### src/rtl/uart_cal_ctrl.sv
// UART calculator frame sequencer: receives A, opcode, B; computes a 16-bit result;
// returns it as two bytes, MSB first, with the receiver disabled during transmit.
module uart_cal_ctrl #(
  parameter int unsigned TIMEOUT_CYC = 2048,
  parameter int unsigned CNT_W       = 12
) (
  input  logic        clk,
  input  logic        n_rst,
  input  logic [7:0]  rx_data,
  input  logic        rx_valid,
  output logic        rx_start,
  output logic [7:0]  tx_data,
  output logic        uout_valid,
  input  logic        tx_valid,
  output logic [15:0] result,
  output logic        busy,
  output logic        err
);

  typedef enum logic [2:0] {RX_A, RX_OP, RX_B, CALC, TX_HI, TX_GAP, TX_LO} state_t;

  localparam logic [7:0]       OP_ADD  = 8'h2B;
  localparam logic [7:0]       OP_SUB  = 8'h2D;
  localparam logic [7:0]       OP_MUL  = 8'h2A;
  localparam logic [7:0]       OP_DIV  = 8'h2F;
  localparam logic [CNT_W-1:0] TO_LAST = CNT_W'(TIMEOUT_CYC - 1);

  state_t           r_state, w_state_nxt;
  logic [7:0]       r_a, r_op, r_b, r_rem, r_quo;
  logic [2:0]       r_div_cnt;
  logic [CNT_W-1:0] r_cnt;
  logic [15:0]      r_result;
  logic             r_err;

  logic [8:0]  w_shift;
  logic [7:0]  w_sub, w_rem_nxt, w_quo_nxt;
  logic        w_ge, w_is_div, w_calc_done, w_calc_err, w_timeout;
  logic [15:0] w_calc_res;

  // Restoring divider step: remainder stays below B, so the 8-bit difference is exact.
  assign w_shift     = {r_rem, r_quo[7]};
  assign w_ge        = (w_shift >= {1'b0, r_b});
  assign w_sub       = w_shift[7:0] - r_b;
  assign w_rem_nxt   = w_ge ? w_sub : w_shift[7:0];
  assign w_quo_nxt   = {r_quo[6:0], w_ge};
  assign w_is_div    = (r_op == OP_DIV) && (r_b != 8'h00);
  assign w_calc_done = !w_is_div || (r_div_cnt == 3'd7);
  assign w_timeout   = !rx_valid && (r_cnt == TO_LAST);

  assign result = r_result;
  assign err    = r_err;

  always_comb begin
    w_calc_res = 16'hFFFF;
    w_calc_err = 1'b0;
    case (r_op)
      OP_ADD:  w_calc_res = {8'h00, r_a} + {8'h00, r_b};
      OP_SUB:  w_calc_res = {8'h00, r_a} - {8'h00, r_b};
      OP_MUL:  w_calc_res = {8'h00, r_a} * {8'h00, r_b};
      OP_DIV: begin
        if (r_b != 8'h00) w_calc_res = {8'h00, w_quo_nxt};
        else              w_calc_err = 1'b1;
      end
      default: w_calc_err = 1'b1;
    endcase
  end

  always_ff @(posedge clk or negedge n_rst) begin
    if (!n_rst) r_state <= RX_A;
    else        r_state <= w_state_nxt;
  end

  always_comb begin
    w_state_nxt = r_state;
    rx_start    = 1'b0;
    uout_valid  = 1'b0;
    tx_data     = '0;
    busy        = 1'b0;
    case (r_state)
      RX_A: begin
        rx_start = 1'b1;
        if (rx_valid) w_state_nxt = RX_OP;
      end
      RX_OP: begin
        rx_start = 1'b1;
        if (rx_valid)       w_state_nxt = RX_B;
        else if (w_timeout) w_state_nxt = RX_A;
      end
      RX_B: begin
        rx_start = 1'b1;
        if (rx_valid)       w_state_nxt = CALC;
        else if (w_timeout) w_state_nxt = RX_A;
      end
      CALC: begin
        busy = 1'b1;
        if (w_calc_done) w_state_nxt = TX_HI;
      end
      TX_HI: begin
        busy       = 1'b1;
        uout_valid = 1'b1;
        tx_data    = r_result[15:8];
        if (tx_valid) w_state_nxt = TX_GAP;
      end
      TX_GAP: begin
        busy        = 1'b1;
        w_state_nxt = TX_LO;
      end
      TX_LO: begin
        busy       = 1'b1;
        uout_valid = 1'b1;
        tx_data    = r_result[7:0];
        if (tx_valid) w_state_nxt = RX_A;
      end
      default: w_state_nxt = RX_A;
    endcase
  end

  always_ff @(posedge clk or negedge n_rst) begin
    if (!n_rst) begin
      r_a       <= '0;
      r_op      <= '0;
      r_b       <= '0;
      r_rem     <= '0;
      r_quo     <= '0;
      r_div_cnt <= '0;
      r_cnt     <= '0;
      r_result  <= '0;
      r_err     <= 1'b0;
    end else begin
      case (r_state)
        RX_A: begin
          r_cnt <= '0;
          if (rx_valid) begin
            r_a   <= rx_data;
            r_err <= 1'b0;
          end
        end
        RX_OP, RX_B: begin
          if (rx_valid) begin
            r_cnt <= '0;
            if (r_state == RX_OP) begin
              r_op <= rx_data;
            end else begin
              r_b       <= rx_data;
              r_rem     <= '0;
              r_quo     <= r_a;
              r_div_cnt <= '0;
            end
          end else if (w_timeout) begin
            r_cnt <= '0;
            r_err <= 1'b1;
          end else begin
            r_cnt <= r_cnt + 1'b1;
          end
        end
        CALC: begin
          if (w_is_div) begin
            r_rem     <= w_rem_nxt;
            r_quo     <= w_quo_nxt;
            r_div_cnt <= r_div_cnt + 3'd1;
          end
          if (w_calc_done) begin
            r_result <= w_calc_res;
            if (w_calc_err) r_err <= 1'b1;
          end
        end
        default: ;
      endcase
    end
  end

endmodule
### config.mk
export PLATFORM = sky130hd
export DESIGN_NAME = uart_cal_ctrl
export DESIGN_NICKNAME = d
export VERILOG_FILES = /design/src/rtl/uart_cal_ctrl.sv
export SDC_FILE = /design/constraint.sdc
export NUM_CORES = 1
export LEC_CHECK = 0
export ABC_AREA = 1
export BUFFER_PORTS_ARGS = -buffer_cell sky130_fd_sc_hd__buf_2
export CORE_MARGIN = 2
export CORE_UTILIZATION = 28
export CTS_BUF_LIST = sky130_fd_sc_hd__clkbuf_8
export DETAILED_ROUTE_END_ITERATION = 8
export GPL_TIMING_DRIVEN = 0
export PLACE_DENSITY = 0.39
export SLEW_MARGIN = 15
export SYNTH_ARGS = -nofsm -noshare
export SYNTH_HDL_FRONTEND = slang
export SYNTH_SLANG_ARGS = --single-unit
### constraint.sdc
create_clock -name clk -period 11.05 [get_ports clk]
set_clock_uncertainty 0.2 [all_clocks]
set_input_delay 0.5525 -clock clk [delete_from_list [all_inputs] [get_ports clk]]
set_output_delay 0.5525 -clock clk [all_outputs]
set_load 0.01 [all_outputs]
==> metrics list <==
- The detailed router finished its first iteration with 362 violations.
* Detailed Routing Iterations Pass 1: 7
- Longest Clk Path Bufs: 2
* Cell type with the highest aggregate area in the netlist: sky130_fd_sc_hd__dfrtp_1
* Maximum Capacitance Violations: 0
- sky130_fd_sc_hd__nand2_1 is the most common cell in the netlist.
- Clock sinks: 75
- Vias in the first global route: 6,577
- Entering global routing, the biggest net connects 53 pins.
- Chip width: 167 um
* Layout cell share with drive strength beyond 1: 0.0940
- Actual transition at the worst max-transition pin: 0.873 ns
* Worst Setup Slack post-DPL: 6.13 ns
* Max Clock Freq: 206 MHz
- Violated checks: DRC
- Critical Path RT: 11.12 ns
* Input/output buffers: 39
- Sort of element at the start of the critical path: register
* Status: finished with violations
- Slew Viols, Final: 0
- Core Box Area: 0.0261 mm2
* Finish-stage setup viols: 0
* Post-synth ARST share: 1.00
* Post-cts resize count: 0
- Flip-flop and latch count after synthesis: 75
* Worst min-delay path class: in2reg
- Setup repair after global routing left no endpoint under its margin.
* Post-route minimum period: 4.85 ns
- Final period utilization: 0.439
- The most used flip-flop cell after synthesis is sky130_fd_sc_hd__dfrtp_1.
- Synthesized instance count: 1,081
- Final estimated routing congestion in global placement: 0.827
- Setup slack closes at 6.20 ns.
- After synthesis, the cell types taking the most area are sky130_fd_sc_hd__dfrtp_1 (25%), sky130_fd_sc_hd__nand2_1 (15%), sky130_fd_sc_hd__ha_1 (11%).
* Final count of hold timing violations: 0
- Along the worst path, the maximum fanout reaches 9.
- TritonCTS built the clock tree.
- Counting the fill cells in the layout gives 2,950.
* Kind of critical path: reg2reg
* Tightest slew margin relative to the limit: 0.415
- The H-tree was split into 3 levels.
* Drt total wl: 22,300 um
- Number of placed I/O pins: 40
* Number of buffers created by CTS: 9
* Total overflow reported by the global router: 0
- First-pass GRT wire length: 36,500 um
* Final ANT Viol Nets: 0
- Post-route setup TNS: 0 ns
- Post-synthesis to final-layout area growth: 11.6%
- The clock reaches the later pin of the worst-skew pair after 0.39 ns.
* Count of yosys warnings during synthesis: 0
* GR Util All Layers: 0.166
- Library cells used by synthesis: 45
- Vias per std cell: 4.51
- For this run, the register share of the synthesized area comes to 0.251.
- Clock-pin slew was measured on the worst setup and hold paths at 0.10 ns.
* Syn nets: 1,195
* Via count: 6,649
* Number of placement rows: 59
- Hpwl dp: 18,200 um
- The die covers 0.0280 mm2.
* CP endpoint kind: register
* Initial antenna violation count: 0
* Initial standard-cell utilization of the core: 0.286
- The tree is rooted in a sky130_fd_sc_hd__clkbuf_8.
* Total Nets Final: 1,247
- Count of inserted antenna diode cells: 0
- Chip height: 167 um
- Most common library cells after synthesis: sky130_fd_sc_hd__nand2_1 (300), sky130_fd_sc_hd__inv_1 (203), sky130_fd_sc_hd__nor2_1 (109), sky130_fd_sc_hd__nand3_1 (86), sky130_fd_sc_hd__dfrtp_1 (75)
- In the routed design, unresolved DRC markers number 6.
* Proportion of netlist area held by the largest area contributor: 0.251
- Routed len/inst: 15.1 um
* Post-synth design cell area: 0.00747 mm2
* Average size of a mapped cell: 6.91 um2
- Data arrives at the worst endpoint at 4.92 ns.
- The synthesized design contains 0 enable-type register cells.
-- layout make-up --
type	instances	area, um2	share of cell area
clock inverter	6	72.6	0.00871
inverter	213	802	0.0962
clock buffer	10	138	0.0165
sequential	75	1880	0.225
multi-input combinational	761	4630	0.556
buffer	32	155	0.0186
tap	335	419	0.0503
timing repair buffer	41	235	0.0282
-- path summary, 6_finish.rpt --
| kind | start | endpoint | slack [ns] | cells after the start |
|---|---|---|---|---|
| max in group asynchronous | n_rst | r_b[3] | 9.62 | 3 |
| setup reg to reg | r_a[1] | result[10] | 6.20 | 19 |
| min in group asynchronous | n_rst | result[13] | 0.41 | 2 |
| hold / removal | tx_valid | r_state[2] | 0.16 | 2 |
| setup / recovery | r_a[1] | result[10] | 6.20 | 19 |
| hold reg to reg | err | err | 0.28 | 2 |
-- metrics by stage --
step,std cells,hold slack [ns],area [um2],util
global placement,1455,0.260,8080,0.309
CTS,1473,0.131,8330,0.319
floorplan,1081,0.0569,7470,-
global route,1473,0.140,8330,0.319
finish,1473,0.163,8330,0.319
detailed placement,1456,0.268,8110,0.310
-- critical path: stages, from the launching register on --
cell and delay, ns:
sky130_fd_sc_hd__dfrtp_1 0.49, sky130_fd_sc_hd__clkbuf_1 0.48, sky130_fd_sc_hd__nand2_1 0.15, sky130_fd_sc_hd__fa_1 0.51, sky130_fd_sc_hd__fa_1 0.54, sky130_fd_sc_hd__inv_1 0.05, sky130_fd_sc_hd__fa_1 0.53, sky130_fd_sc_hd__inv_1 0.06
sky130_fd_sc_hd__fa_1 0.52, sky130_fd_sc_hd__inv_1 0.04, sky130_fd_sc_hd__ha_1 0.36, sky130_fd_sc_hd__nand2_1 0.12, sky130_fd_sc_hd__nor2_1 0.16, sky130_fd_sc_hd__nand2_1 0.09, sky130_fd_sc_hd__nand3_1 0.07, sky130_fd_sc_hd__nand2_1 0.05
sky130_fd_sc_hd__nand3_1 0.09, sky130_fd_sc_hd__nand3_1 0.11, sky130_fd_sc_hd__nand2_1 0.08, sky130_fd_sc_hd__inv_1 0.03
-- state kept, by name, indices dropped and copies added, names as in the netlist --
name	flops
err	1
r_a	8
r_b	8
r_cnt	12
r_div_cnt	3
r_op	8
r_quo	8
r_rem	8
r_state	3
result	16
-- kinds of logic after synthesis --
kind of cell | count (synthesis) | synth area share
simple gates | 543 | 0.311
buf+inv | 245 | 0.128
fa+ha+maj | 102 | 0.210
flops | 75 | 0.251
xor+xnor | 15 | 0.0176
mux | 7 | 0.0104
compound gates | 94 | 0.0712
-- layout by cell type, fill, tap and decap left out, types with 2 or more instances in the layout --
cell,n
sky130_fd_sc_hd__o22ai_1,3
sky130_fd_sc_hd__o21ai_1,8
sky130_fd_sc_hd__a31oi_1,2
sky130_fd_sc_hd__clkbuf_1,16
sky130_fd_sc_hd__clkbuf_8,10
sky130_fd_sc_hd__nor3_1,6
sky130_fd_sc_hd__dfrtp_1,75
sky130_fd_sc_hd__clkinv_4,2
sky130_fd_sc_hd__nor2_2,4
sky130_fd_sc_hd__inv_2,8
sky130_fd_sc_hd__o21bai_1,3
sky130_fd_sc_hd__fa_1,39
sky130_fd_sc_hd__a21oi_1,26
sky130_fd_sc_hd__ha_1,63
sky130_fd_sc_hd__o211ai_1,9
sky130_fd_sc_hd__buf_2,51
sky130_fd_sc_hd__o21a_1,2
sky130_fd_sc_hd__xnor2_1,7
sky130_fd_sc_hd__nand2_1,300
sky130_fd_sc_hd__a22o_1,2
sky130_fd_sc_hd__o21ai_0,35
sky130_fd_sc_hd__nor2_1,109
sky130_fd_sc_hd__mux2_2,6
sky130_fd_sc_hd__nand3_1,86
sky130_fd_sc_hd__buf_6,2
sky130_fd_sc_hd__nand2_4,3
sky130_fd_sc_hd__nand3_2,2
sky130_fd_sc_hd__buf_4,2
sky130_fd_sc_hd__xor2_1,8
sky130_fd_sc_hd__inv_1,203
sky130_fd_sc_hd__nor2_8,2
sky130_fd_sc_hd__a21oi_2,2
sky130_fd_sc_hd__nand2_2,4
sky130_fd_sc_hd__nand3b_1,5
sky130_fd_sc_hd__nand4_1,15
-- repair_timing --
item / in CTS / in global routing
hold endpoints to repair: 23 / 0
setup buffers: 0 / 0
endpoints found under the setup margin: 0 / 0
hold buffers: 1 / 0
-- per-layer routing --
metal  vias up  share of wire  GRT usage
met2        93           0.44      0.261
met3        15          0.032     0.0251
met1      3102           0.52      0.244
met4         0          0.012     0.0325
li1       3439              -          -
met5         -              0          0
Power is not shown: default switching activity piles up to over one toggle a cycle in this logic, so the estimate is an artifact.
